--- config.mk ---
export PLATFORM = sky130hd
export DESIGN_NAME = seq_chunk_adder
export DESIGN_NICKNAME = d
export VERILOG_FILES = /design/src/rtl/seq_chunk_adder.sv
export SDC_FILE = /design/constraint.sdc
export NUM_CORES = 1
export LEC_CHECK = 0
export ABC_AREA = 1
export BUFFER_PORTS_ARGS = -buffer_cell sky130_fd_sc_hd__clkbuf_2
export CAP_MARGIN = 20
export CORE_MARGIN = 2
export CORE_UTILIZATION = 30
export CTS_CLUSTER_DIAMETER = 150
export DETAILED_ROUTE_END_ITERATION = 6
export PLACE_DENSITY = 0.48
export SYNTH_ARGS = -nofsm -noshare
export SYNTH_HDL_FRONTEND = slang
export SYNTH_SLANG_ARGS = --single-unit
export TNS_END_PERCENT = 10
--- constraint.sdc ---
create_clock -name clk -period 4.6 [get_ports clk]
set_input_delay 0.69 -clock clk [delete_from_list [all_inputs] [get_ports clk]]
set_output_delay 0.69 -clock clk [all_outputs]
set_load 0.02 [all_outputs]
--- src/rtl/seq_chunk_adder.sv ---
// seq_chunk_adder: multi-cycle WIDTH-bit adder/subtractor for the y86 ALU path.
//
// Adds CHUNK bits per clock, starting with the least significant chunk. The
// carry between chunks is held in a flop, so the combinational path is only
// CHUNK bits long. An operation takes NCHUNK = WIDTH/CHUNK cycles in RUN.
// Subtraction is a + ~b + 1, with the +1 supplied as the initial carry.
//
// Optional build macro: SEQ_CHUNK_ADDER_ABORT_EN adds the abort input.
//
// Ports:
//   clk    in   rising-edge clock
//   rst_n  in   asynchronous active-low reset
//   start  in   request; accepted only while busy=0
//   sub    in   0 = a+b, 1 = a-b (sampled with start)
//   a, b   in   WIDTH-bit operands (sampled with start)
//   abort  in   (SEQ_CHUNK_ADDER_ABORT_EN only) cancel the running operation
//   busy   out  high while chunks are being processed
//   done   out  one-cycle pulse when a result is published
//   sum    out  WIDTH-bit result, held until the next completion
//   cout   out  carry out of the MSB (for sub, 1 = no borrow)
//   ovf    out  signed overflow
//   zf     out  sum == 0
//   sf     out  sum[WIDTH-1]
module seq_chunk_adder #(
   parameter int WIDTH = 64,
   parameter int CHUNK = 8
) (
   input  logic             clk,
   input  logic             rst_n,
   input  logic             start,
   input  logic             sub,
   input  logic [WIDTH-1:0] a,
   input  logic [WIDTH-1:0] b,
`ifdef SEQ_CHUNK_ADDER_ABORT_EN
   input  logic             abort,
`endif
   output logic             busy,
   output logic             done,
   output logic [WIDTH-1:0] sum,
   output logic             cout,
   output logic             ovf,
   output logic             zf,
   output logic             sf
);

   localparam int NCHUNK = WIDTH / CHUNK;
   localparam int IDXW   = (NCHUNK > 1) ? $clog2(NCHUNK) : 1;

   typedef enum logic [1:0] {IDLE, RUN, DONE} state_t;

   state_t           state;
   logic [WIDTH-1:0] opa;
   logic [WIDTH-1:0] opb;      // already inverted for subtraction
   logic [WIDTH-1:0] res;      // chunks written so far
   logic             carry;
   logic [IDXW-1:0]  idx;

   logic [CHUNK-1:0] chunk_a;
   logic [CHUNK-1:0] chunk_b;
   logic [CHUNK:0]   partial;
   logic [WIDTH-1:0] res_next;
   logic             last;
   logic             abort_req;

`ifdef SEQ_CHUNK_ADDER_ABORT_EN
   assign abort_req = abort;
`else
   assign abort_req = 1'b0;
`endif

   // Signed overflow: both addends share a sign and the result's sign differs.
   function automatic logic ovf_flag(input logic a_msb, input logic b_msb,
                                     input logic s_msb);
      return (a_msb == b_msb) && (s_msb != a_msb);
   endfunction

   // Chunk select, chunk add and insertion into the running result.
   always_comb begin
      chunk_a  = '0;
      chunk_b  = '0;
      for (int i = 0; i < NCHUNK; i++) begin
         if (idx == IDXW'(i)) begin
            chunk_a = opa[i*CHUNK +: CHUNK];
            chunk_b = opb[i*CHUNK +: CHUNK];
         end
      end
      partial  = {1'b0, chunk_a} + {1'b0, chunk_b} + {{CHUNK{1'b0}}, carry};
      res_next = res;
      for (int i = 0; i < NCHUNK; i++) begin
         if (idx == IDXW'(i)) begin
            res_next[i*CHUNK +: CHUNK] = partial[CHUNK-1:0];
         end
      end
   end

   assign last = (idx == IDXW'(NCHUNK - 1));

   always_ff @(posedge clk or negedge rst_n) begin
      if (!rst_n) begin
         state <= IDLE;
         busy  <= 1'b0;
         done  <= 1'b0;
         sum   <= '0;
         cout  <= 1'b0;
         ovf   <= 1'b0;
         zf    <= 1'b0;
         sf    <= 1'b0;
         opa   <= '0;
         opb   <= '0;
         res   <= '0;
         carry <= 1'b0;
         idx   <= '0;
      end else begin
         case (state)
            // DONE behaves like IDLE so a start in the done cycle chains
            // straight into the next operation.
            IDLE, DONE: begin
               done <= 1'b0;
               if (start) begin
                  opa   <= a;
                  opb   <= sub ? ~b : b;
                  carry <= sub;
                  idx   <= '0;
                  busy  <= 1'b1;
                  state <= RUN;
               end else begin
                  state <= IDLE;
               end
            end
            RUN: begin
               if (abort_req) begin
                  idx   <= '0;
                  busy  <= 1'b0;
                  state <= IDLE;
               end else begin
                  res   <= res_next;
                  carry <= partial[CHUNK];
                  idx   <= idx + IDXW'(1);
                  if (last) begin
                     idx   <= '0;
                     busy  <= 1'b0;
                     done  <= 1'b1;
                     sum   <= res_next;
                     cout  <= partial[CHUNK];
                     ovf   <= ovf_flag(opa[WIDTH-1], opb[WIDTH-1], res_next[WIDTH-1]);
                     zf    <= ~|res_next;
                     sf    <= res_next[WIDTH-1];
                     state <= DONE;
                  end
               end
            end
            default: begin
               busy  <= 1'b0;
               done  <= 1'b0;
               state <= IDLE;
            end
         endcase
      end
   end

endmodule

; Word-level counts from Yosys, hierarchy flattened
; Index checks and enable logic that the tools add are counted.
[op_classes]
n_addsub = 3
n_eq_ne = 13
muxes = 38
bitwise = 1
reduce_logical = 11
[ops]
columns = op, count
row1 = $mux W8, 24
row2 = $mux W64, 1
row3 = $not A64 Y64, 1
row4 = $reduce_or A64 Y1, 1
row5 = $eq A3 B3 Y1 const B, 4
row6 = $add A8 B8 Y9, 1
row7 = $add A9 B1 Y9, 1
row8 = $reduce_and A2 Y1, 4
row9 = $eq A3 B2 Y1 const B, 2
row10 = $mux W1, 6
row11 = $mux W3, 2
row12 = $pmux W3 S2, 1
row13 = $ne A2 B2 Y1 const B, 2
row14 = $pmux W1 S2, 2
row15 = $pmux W2 S2, 1
row16 = $add A3 B1 Y3 const B, 1
row17 = $eq A3 B1 Y1 const B, 1
row18 = $logic_not A3 Y1, 1
row19 = $eq A2 B1 Y1 const B, 1
row20 = $eq A2 B2 Y1 const B, 1
row21 = $logic_not A2 Y1, 1
row22 = $mux W2, 1
row23 = $reduce_bool A2 Y1, 1
row24 = $reduce_or A2 Y1, 1
row25 = 4 further kinds, 4
[totals]
ff_bits = 268
inputBits = 132
output_inout_bits = 70
elab_cells = 79

; Longest topological paths before layout
[depth]
word_depth = 14
ltp_mapped = 27
mapped_depth_nobuf = 26

; Worst setup path after synthesis
; OpenSTA, ideal clock, no wires.
[synth_path]
kind = flip-flop to flip-flop
start = register idx[1]
end = register zf
setup_ns = 0.075
arrival_time_ns = 3.640
required_time_ns = 4.525
setup_slack_ns = 0.885
stages_incl_launch_ff = 26
n_path_buf = 2
synth_period_minus_slack_ns = 3.715
path_cell_list = dfrtp_1 -> inv_1 -> ha_1 -> inv_2 -> nor2_4 -> buf_4 -> nand2_1 -> a31oi_1 -> a21oi_1 -> o21ai_0 -> o21ai_0 -> nand3_1 -> nand2_1 -> fa_1 -> inv_1 -> fa_1 -> clkbuf_1 -> o21ai_0 -> nand3_1 -> nor2_1 -> nand3_1 -> nor2_1 -> nand3_1 -> nor2_1 -> nand2_1 -> o21bai_2
[synth_via]
elab_chain_len = 14
elab_cells_between_ends = 37
cone_classes = add/sub: 2 / eq/ne: 7 / mux: 24 / reduce/logical: 4
[synth_rtl]
columns = element, line
row1 = "start, declared", 56  ; logic [IDXW-1:0] idx;
row2 = "start signal, assigned", 138  ; idx <= idx + IDXW'(1);
row3 = $logic_not A3 Y1, "82, 90"
row4 = $mux W8 (8 in a row), 82  ; if (idx == IDXW'(i)) begin
row5 = $add A8 B8 Y9, 87  ; partial = {1'b0, chunk_a} + {1'b0, chunk_b} + {{CHUNK{1'b0}}, carry};
row6 = $add A9 B1 Y9, 87
row7 = $mux W8, 90  ; if (idx == IDXW'(i)) begin
row8 = $reduce_or A64 Y1, 146  ; zf <= ~|res_next;
row9 = $logic_not A1 Y1, 146
row10 = "end signal, assigned", 146
row11 = "end, declared", 42  ; output logic zf,
; Several ways; a longest one is shown, not always the timed one.
; A chain may end at the register's enable or synchronous reset.

; Worst setup path in the final report
; Ends and elaborated chain as after synthesis.

==> impl_metrics.py <==
metrics = {
    "logic_synthesis": {
        "yosys_register_bits": 266,
        "synth_cell_types": 34,
        "synth-edff-count": 0,
        "yosys.area_share.simple_pct": 20.2,
        "syn_inst": 1500,
        "synthMuxAreaShare_pct": 5.57,
        "synth-async-reset-ratio_pct": 100,
        "synth-main-ff-cell": "dfrtp_1",
        "avgSynthCellArea_um2": 8.62,
        "synthesis.nets": 1647,
        "synth_top_family_by_area": "simple AND/OR/NAND/NOR gates",
        "synthXorXnorAreaFrac_pct": 4.33,
        "netlist_area_mm2": 0.0129,
        "synthAdderAreaFrac_pct": 1.57,
        "yosysWarnings": 0,
        "synth_seq_area_share_pct": 51.5,
        "synth_compound_area_share_pct": 11.4,
    },
    "clocking": {
        "cts_root_buf": "clkbuf_16",
        "clkTransAtPathRegs_ps": 60,
        "cts_buffers": 34,
        "clock_latency_ps": 550,
        "cts_tree": "yes",
        "cts_sinks": 266,
        "cts_max_level": 2,
        "holdBufCountCts": 0,
        "cts_buffer_depth": 3,
    },
    "placed_design": {
        "dp_slack_ps": 23.1,
        "place_congestion": 0.889,
        "dp.cells": 2192,
        "portBuffers": 201,
        "dpl.hpwl_um": 29900,
    },
    "sta": {
        "timing.slew.headroom_pct": 29.7,
        "finalSetupViolations": 0,
        "fin_ws_ps": 343,
        "fin_worst_skew_ps": 28.7,
        "final_hold_viol_count": 0,
        "min_period_over_period_pct": 92.6,
        "setup-tns-final_ps": 0,
        "finalMaxSlewViolations": 0,
        "finalCriticalPeriod_ps": 4260,
        "max_slew.worst_pin.slew_ps": 1050,
        "rsz0062_at_grt": "no",
        "max_freq_mhz": 235,
    },
    "routing": {
        "m1WireLength_um": 19100,
        "via_per_inst": 4.71,
        "drt_iter0_drc": 741,
        "drt_wl_total_um": 41000,
        "vias": 10600,
        "ant_nets": 0,
        "top_layer": "met4",
        "wl_met2_um": 18700,
        "dr_wl_met3_um": 2030,
        "drc_errors": 0,
        "wl_per_cell_um": 18.1,
        "firstDrtPassIters": 5,
    },
    "grt": {
        "grt-ovfl-total": 0,
        "track_usage_pct": 18.6,
        "grt_max_degree": 138,
        "grt_pass1_vias": 10800,
        "antenna_found_initial": 0,
        "grt_pass1_wl_um": 63100,
    },
    "layout": {
        "final_cell_mix": "nand2_1 (455), dfrtp_1 (266), o21ai_0 (205)",
        "drive_gt1_share_pct": 22.8,
        "fin_util_pct": 36.8,
        "antenna-diode-count": 0,
        "fill_cells": 4526,
        "nets": 1838,
        "layout_commonest_cell": "nand2_1",
        "fin_cells": 2259,
        "area_growth_pct": 21.7,
    },
    "setup_path": {
        "timing.rr.start": "idx[1]",
        "rrSetupSlack_ps": 340,
        "path_cells": "inv_1 > ha_2 > inv_2 > nor2_4 > buf_4 > buf_4 > nand2_1 > a31oi_1 > a21oi_1 > o211ai_1 > a21oi_1 > nor2_2 > fa_2 > buf_12 > o21ai_0 > nand3_1 > nor2_1 > nand3_1 > nor2_1 > nand3_1 > nor2_1 > nand2_1 > o21bai_2",
        "path_buf_inv": 5,
        "rr_endpoint": "zf",
        "rr_worst_depth": 23,
        "worstSetupPathType": "reg2reg",
        "cp-start-kind": "register",
        "worstPathMaxFanout": 6,
        "cpPeakStageDelay_ps": 500,
        "crit_slowest_cell": "fa_2",
        "required_ps": 5060,
        "arrival_ps": 4720,
        "end_kind": "register",
        "critPathTopFamily": "simple AND/OR/NAND/NOR gates",
    },
    "floorplan": {
        "die_h_um": 212,
        "rows": 76,
        "num_io_pins": 202,
        "coreArea_mm2": 0.0428,
        "start_util_pct": 30.2,
        "fp.dieW_um": 212,
        "die-area_mm2": 0.0448,
    },
    "outcome": {
        "status": "complete, no violations",
    },
    "power": {
        "power.total_mw": 14.5,
        "powerDensity_mw_per_mm2": 920,
        "p_leak_nw": 7.69,
        "ir_worst_vdd_uv": 574,
    },
    "hold_path": {
        "min_path_type": "in2async",
    },
    "flow_run": {
        "drv_cap": 0,
    },
}
## kinds of logic after synthesis
logic type / count (synthesis)
and+or+nand+nor: 643
xor gates and xnor gates: 64
adders and majority gates: 15
AOI/OAI and AO/OA: 278
buffers and inverters: 170
muxes: 64
DFF: 266
## timing repair
| item | 4_1_cts | 5_1_grt |
|---|---|---|
| setup endpoints to repair | 0 | 3 |
| gates resized for setup | 0 | 9 |
| buffers inserted | 0 | 9 |
## how the worst max path moves through the flow
stage / startpoint / to / slack, ps / cells after the start
after global placement: idx[1] / zf / 50 / 23
final: idx[1] / zf / 340 / 23
after CTS: idx[1] / zf / 4 / 23
after detailed placement: idx[1] / zf / 20 / 23
after floorplan: idx[1] / zf / 880 / 25
after global routing: idx[0] / zf / 40 / 24
## per-layer routing
| metal | vias up | GRT usage (%) |
|---|---|---|
| met5 | - | 0 |
| met1 | 4985 | 26.0 |
| met4 | 0 | 5.66 |
| li1 | 5284 | - |
| met3 | 67 | 2.92 |
| met2 | 313 | 29.6 |
## cell usage after synthesis (2+ instances only)
cell type	count	area, um2
buf_1	2	7.51
o21ai_1	7	35.0
a21oi_1	26	130
buf_2	24	120
fa_1	2	40.0
ha_1	13	163
nand4_1	4	25.0
o22ai_1	2	12.5
nor2_4	4	45.0
buf_4	4	30.0
o211ai_1	20	150
buf_6	3	33.8
nor2_1	79	297
o21ai_0	206	1030
clkbuf_1	53	199
inv_1	77	289
a31oi_1	12	75.1
nand2_1	457	1720
nand3_1	84	420
or2_2	7	43.8
nand2_4	3	33.8
or2_1	2	12.5
mux2_2	64	721
dfrtp_1	266	6660
xnor2_1	64	561
inv_2	7	26.3
## per-stage QoR
step	hold slack, ps	area, um2
6_report	240	15700
5_1_grt	306	15700
4_1_cts	274	15600
3_5_place_dp	462	14500
3_3_place_gp	462	14500
2_1_floorplan	394	12900
## cell type report
| class | count | area (um2) | share of cell area (%) |
|---|---|---|---|
| Timing Repair Buffer | 241 | 1380 | 8.76 |
| Inverter | 84 | 319 | 2.03 |
| Tap cell | 546 | 683 | 4.34 |
| Sequential cell | 266 | 6660 | 42.3 |
| Clock inverter | 10 | 91.3 | 0.580 |
| Multi-Input combinational cell | 1064 | 5600 | 35.6 |
| Clock buffer | 48 | 1000 | 6.38 |
## sequential cells by signal, summed over array words and instances (netlist names), 3 cells and up
signal / count
opb: 64
sum: 64
opa: 64
res: 64
idx: 3
## power by group
part | total, mW | switching (mW) | leakage, nW | internal (mW)
combinational | 7.83 | 5.19 | 3.83 | 2.63
sequential | 4.04 | 0.629 | 3.33 | 3.41
clock | 2.62 | 1.04 | 0.538 | 1.58
## worst register-to-register path, stage by stage, from the launching register on
cell	delay [ps]
dfrtp_1	400
inv_1	100
ha_2	280
inv_2	80
nor2_4	140
buf_4	150
buf_4	130
nand2_1	60
a31oi_1	230
a21oi_1	90
o211ai_1	330
a21oi_1	130
nor2_2	240
fa_2	500
buf_12	150
o21ai_0	250
nand3_1	120
nor2_1	210
nand3_1	110
nor2_1	130
nand3_1	90
nor2_1	110
nand2_1	70
o21bai_2	100
Power figures use the tool's default switching activity.
